[src/rtl/de0_nano_pkg.sv]
// Shared DE0-Nano AGC constants and elaboration-time helpers.
package de0_nano_pkg;

  localparam int unsigned CLK_HZ     = 51_200_000;
  localparam int unsigned AGC_CLK_HZ = 2_048_000;

  // Converts a millisecond interval into SIM_CLK cycles.
  function automatic int unsigned ms_to_cycles(input int unsigned ms);
    return (CLK_HZ / 1000) * ms;
  endfunction

  // Bits needed to hold a counter value in 0..n.
  function automatic int unsigned cnt_width(input int unsigned n);
    return $clog2(n + 1);
  endfunction

endpackage

[src/rtl/input_debounce_ch.sv]
// One board-input channel: polarity fix, two-flop synchroniser, debouncer,
// and a retriggerable one-shot selectable against a plain level output.
module input_debounce_ch
  import de0_nano_pkg::*;
#(
  parameter int unsigned DEBOUNCE_CYCLES = 4,
  parameter int unsigned PULSE_CYCLES    = 3,
  parameter bit          ACTIVE_LOW      = 1'b1,
  parameter bit          PULSE_MODE      = 1'b0
) (
  input  logic i_clk,
  input  logic i_rst,
  input  logic i_raw,
  output logic o_level,
  output logic o_edge,
  output logic o_out,
  output logic o_change
);

  localparam int unsigned CW = cnt_width(DEBOUNCE_CYCLES);
  localparam int unsigned PW = cnt_width(PULSE_CYCLES);
  localparam logic [CW-1:0] C_LAST = CW'(DEBOUNCE_CYCLES - 1);
  localparam logic [PW-1:0] P_LOAD = PW'(PULSE_CYCLES);

  logic [1:0]    r_sync;
  logic          r_stable;
  logic [CW-1:0] r_cnt;
  logic          r_edge;
  logic          r_change;
  logic [PW-1:0] r_pulse;
  logic          r_pulse_out;

  logic          w_sample;
  logic          w_differ;
  logic          w_flip;
  logic          w_rise;
  logic [PW-1:0] w_pulse_next;

  assign w_sample = i_raw ^ ACTIVE_LOW;
  assign w_differ = (r_sync[1] != r_stable);
  assign w_flip   = w_differ && (r_cnt == C_LAST);
  assign w_rise   = w_flip && !r_stable;

  always_ff @(posedge i_clk or posedge i_rst) begin
    if (i_rst) begin
      r_sync <= 2'b00;
    end else begin
      r_sync <= {r_sync[0], w_sample};
    end
  end

  // Any agreeing sample restarts the window; the counter stops at C_LAST.
  always_ff @(posedge i_clk or posedge i_rst) begin
    if (i_rst) begin
      r_stable <= 1'b0;
      r_cnt    <= '0;
    end else if (!w_differ) begin
      r_cnt    <= '0;
    end else if (w_flip) begin
      r_stable <= ~r_stable;
      r_cnt    <= '0;
    end else begin
      r_cnt    <= r_cnt + CW'(1);
    end
  end

  always_ff @(posedge i_clk or posedge i_rst) begin
    if (i_rst) begin
      r_edge   <= 1'b0;
      r_change <= 1'b0;
    end else begin
      r_edge   <= w_rise;
      r_change <= w_flip;
    end
  end

  always_comb begin
    w_pulse_next = r_pulse;
    if (w_rise) begin
      w_pulse_next = P_LOAD;
    end else if (r_pulse != '0) begin
      w_pulse_next = r_pulse - PW'(1);
    end
  end

  // Output flop tracks the next counter value so it rises with the edge strobe.
  always_ff @(posedge i_clk or posedge i_rst) begin
    if (i_rst) begin
      r_pulse     <= '0;
      r_pulse_out <= 1'b0;
    end else begin
      r_pulse     <= w_pulse_next;
      r_pulse_out <= (w_pulse_next != '0);
    end
  end

  assign o_level  = r_stable;
  assign o_edge   = r_edge;
  assign o_change = r_change;
  assign o_out    = PULSE_MODE ? r_pulse_out : r_stable;

endmodule

[src/rtl/de0_nano_input_conditioner.sv]
// Conditioned front end for DE0-Nano keys and switches feeding fpga_agc:
// one debounce channel per pin plus a combined change strobe.
module de0_nano_input_conditioner
  import de0_nano_pkg::*;
#(
  parameter int unsigned    NCH             = 8,
  parameter int unsigned    DEBOUNCE_CYCLES = ms_to_cycles(20),
  parameter int unsigned    PULSE_CYCLES    = 16,
  parameter logic [NCH-1:0] ACTIVE_LOW      = {NCH{1'b1}},
  parameter logic [NCH-1:0] PULSE_MASK      = {NCH{1'b0}}
) (
  input  logic           SIM_CLK,
  input  logic           SIM_RST,
  input  logic [NCH-1:0] RAW,
  output logic [NCH-1:0] LEVEL,
  output logic [NCH-1:0] EDGE,
  output logic [NCH-1:0] OUT,
  output logic           ANY_CHANGE
);

  logic [NCH-1:0] w_change;

  for (genvar gi = 0; gi < NCH; gi++) begin : g_ch
    input_debounce_ch #(
      .DEBOUNCE_CYCLES (DEBOUNCE_CYCLES),
      .PULSE_CYCLES    (PULSE_CYCLES),
      .ACTIVE_LOW      (ACTIVE_LOW[gi]),
      .PULSE_MODE      (PULSE_MASK[gi])
    ) u_ch (
      .i_clk    (SIM_CLK),
      .i_rst    (SIM_RST),
      .i_raw    (RAW[gi]),
      .o_level  (LEVEL[gi]),
      .o_edge   (EDGE[gi]),
      .o_out    (OUT[gi]),
      .o_change (w_change[gi])
    );
  end

  // Per-channel change flags are registered, so this is a clean single strobe.
  assign ANY_CHANGE = |w_change;

endmodule

[config.mk]
export PLATFORM = sky130hd
export DESIGN_NAME = de0_nano_input_conditioner
export DESIGN_NICKNAME = d
export VERILOG_FILES = /design/src/rtl/de0_nano_pkg.sv /design/src/rtl/input_debounce_ch.sv /design/src/rtl/de0_nano_input_conditioner.sv
export SDC_FILE = /design/constraint.sdc
export NUM_CORES = 1
export LEC_CHECK = 0
export ABC_AREA = 1
export CORE_MARGIN = 2
export CORE_UTILIZATION = 65
export CTS_CLUSTER_DIAMETER = 30
export DETAILED_ROUTE_END_ITERATION = 7
export PLACE_DENSITY_LB_ADDON = 0.12
export SYNTH_ARGS = -nofsm -noshare
export SYNTH_HDL_FRONTEND = slang
export SYNTH_SLANG_ARGS = --single-unit
[constraint.sdc]
create_clock -name SIM_CLK -period 17.2 [get_ports SIM_CLK]
set_input_delay 4.3 -clock SIM_CLK [delete_from_list [all_inputs] [get_ports SIM_CLK]]
set_output_delay 4.3 -clock SIM_CLK [all_outputs]
set_load 0.05 [all_outputs]
==> impl_metrics.ini <==
[cts]
cts_made_buffers = 17
cts_root_buffer = clkbuf_16
ctsLongestPathBuffers = 2
hold_buffers = 0
cts_resized = 0
cts_setup_buffers = 0
path_clk_slew_ns = 0.07
clock-sinks = 200
cts_tree = done
htreeDepth = 4
clk_latency_ns = 0.43

[sta]
skew_ns = 0.00761
max_freq_ghz = 0.160
period_needed_ns = 6.25
post-route-period-util = 0.363
fin_ws_ns = 10.95
setup_viol = 0
hold_viol_final = 0
fin_setup_tns_ns = 0
rsz0062_at_grt = false
worst_slew_pin_slew_ns = 1.03
slew_headroom = 0.313
slew_violations = 0

[floorplanning]
die_h_um = 132
die_w_um = 132
fp.dieArea_mm2 = 0.0175
rows = 46
num_io_pins = 35
floorplan.initialDensity = 0.669
core_area_mm2 = 0.0160

[place]
gp_congestion = 0.843
io_buffers = 34
pre_cts_slack_ns = 10.84
hpwl_mm = 14.1

[synth]
synth_fp_nets = 1414
synthTopCellsByArea = dfrtp_1 47%, nand2_1 14%, nor2_1 9.0%, inv_1 6.3%, nand3_1 4.6%
ys_async_sr_fraction = 1.00
synth_top_area_frac = 0.468
ys_warn_count = 0
ys_seq_elements = 200
synth_ff_type = dfrtp_1
synth_largest_area_cell = dfrtp_1
synth_edf_count = 0
ys_seq_area_frac = 0.468
netlist_instances = 1396
synth_cell_type_count = 28
synth_area_mm2 = 0.0107
avgSynthCellArea_um2 = 7.67

[pwr]
comb_power_share = 0.037
pwr-share-seq = 0.525
leakagePower_nw = 5.51
intPower_uw = 709
irDropWorstVdd_mv = 0.0748
pwr-share-clk = 0.438
powerDensity_mw_per_mm2 = 78.1
sw_frac_of_total = 0.226
power_switching_uw = 207

[critical_path]
crit_required_ns = 12.90
timing.critical_path.buf_inv = 1
max_stage_delay_ns = 0.73
cp_slowest_cell = clkdlybuf4s50_1
crit_chain = nor4_1 -> nand2_1 -> clkdlybuf4s50_1
reg2reg_depth = 6
worstSetupPathType = flip-flop to primary output
path_delay_family = buffers and inverters
r2r_start = g_ch[4].u_ch.o_level
crit_path_end_kind = primary output
r2r_end = g_ch[4].u_ch.r_cnt[17]
crit_path_start_kind = flip-flop
regToRegSetupSlack_ns = 15.10
timing.critical_path.fanout_max = 1
crit_arrival_ns = 1.95

[min_path]
min_from = g_ch[2].u_ch.r_sync[0]
holdPathEnd = g_ch[2].u_ch.r_sync[1]
hp-class = flip-flop to flip-flop
hold_depth = 0

[cells_and_area]
diodes = 0
area_delta_synth_final_pct = 9.54
fillerInstances = 1321
final_layout_size_suffix_gt1_frac = 0.0718
fin_nets = 1440
multi_input_area_mm2 = 0.00478
seqCellArea_mm2 = 0.00500

[route]
drt-pass1-iter-count = 5
dr_total_vias = 8482
avgRoutedWirePerCell_um = 12.2
drc_errors = 0
drt_wl_total_mm = 20.2
drt_iter0_drc = 450
postRouteAntennaNets = 0
viasPerCell = 5.14

[global_routing]
grt-ovfl-total = 0
grt_pass1_vias = 8003
grt_first_pass_wirelength_mm = 35.5
gr-usage-all-layers = 0.244
antenna_found_initial = 0
grt_start_max_net_pins = 140

[job]
drv_cap = 0

[outcome]
status = completed
==> power by group through the flow <==
stage | clock [mW] | sequential, mW | combinational (mW)
finish | 0.401 | 0.481 | 0.0336
CTS | 0.409 | 0.481 | 0.0344
global route | 0.425 | 0.482 | 0.0392
global placement | 0 | 0.490 | 0.0331
floorplan | 0 | 0.489 | 0.0246
detailed placement | 0 | 0.490 | 0.0340
==> worst max-delay path by stage <==
stage,start,to,cells after the start
floorplan,SIM_RST,g_ch[0].u_ch.o_change,1
global placement,SIM_RST,g_ch[4].u_ch.r_cnt[15],3
detailed placement,SIM_RST,g_ch[4].u_ch.r_cnt[15],3
CTS,g_ch[1].u_ch.o_change,ANY_CHANGE,3
global route,g_ch[1].u_ch.o_change,ANY_CHANGE,3
finish,g_ch[1].u_ch.o_change,ANY_CHANGE,3
==> area by class of cell <==
class	count	share of cell area
flip-flops and latches	200	0.427
multi-input cells	980	0.408
inverters	185	0.0599
clock buffers	19	0.0386
repair buffers	38	0.0316
well taps	216	0.0231
clock inverters	13	0.0124
==> per-layer routing <==
layer  track usage  vias up  wire [µm]
met1         0.327     4006       9460
li1              -     4326          -
met3        0.0473       27        701
met2         0.406      123       9710
met5             0        -          0
met4        0.0699        0        292
==> sequential cells by signal, indices dropped and copies added (netlist names) <==
signal and flops:
g_ch.u_ch.o_level 8, g_ch.u_ch.r_sync 16, g_ch.u_ch.o_edge 8, g_ch.u_ch.o_change 8, g_ch.u_ch.r_cnt 160
==> synth_stat cells, types with 3 or more instances <==
cell type	number
and2_1	13
xor2_2	3
nor2_1	257
nor2_4	7
nand2_1	389
ha_1	8
nor3b_1	7
nand3b_1	30
nand2_4	13
o21ai_0	13
a21oi_1	15
inv_1	180
dfrtp_1	200
nand4_1	6
nand3_1	99
buf_4	28
o21bai_1	20
nor3_1	8
nand2_2	5
nand3_2	11
xor2_1	24
inv_2	5
a2bb2oi_1	4
xnor2_1	24
nor2_2	21
buf_2	3
==> logic make-up after synthesis <==
family          count (synthesis)  share of synthesized area
flops                         200                      0.468
fa+ha+maj                       8                    0.00935
xor+xnor                       52                     0.0454
simple gates                  868                      0.361
buf+inv                       216                     0.0859
compound gates                 52                     0.0304
==> cells in the final DEF, fill, tap and decap left out, types with 5 or more instances in the layout <==
cell type        count
nand3b_1            30
and2_1              13
xnor2_1             24
clkinvlp_4           5
nand3_1             99
dfrtp_1            200
nand2_4             13
nor2_4               7
nor2_2              21
nor2_1             257
ha_1                 8
nand2_1            389
nand3_2             11
nand2_2              5
clkbuf_16           17
o21ai_0             13
nor3_1               8
a21oi_1             15
o21bai_1            20
clkdlybuf4s50_1     34
nor3b_1              7
xor2_1              24
nand4_1              6
inv_2                5
inv_1              179
==> through the flow <==
step | instance area, µm² | cells | power, mW | hold slack [ns] | utilization
6_report | 11700 | 1651 | 0.916 | 0.351 | 0.733
5_1_grt | 11700 | 1651 | 0.947 | 0.365 | 0.733
4_1_cts | 11700 | 1651 | 0.925 | 0.353 | 0.733
3_5_place_dp | 11100 | 1619 | 0.524 | 0.337 | 0.695
3_3_place_gp | 11100 | 1619 | 0.523 | 0.334 | 0.695
2_1_floorplan | 10700 | 1396 | 0.514 | 0.331 | -
Power figures use the tool's default switching activity.
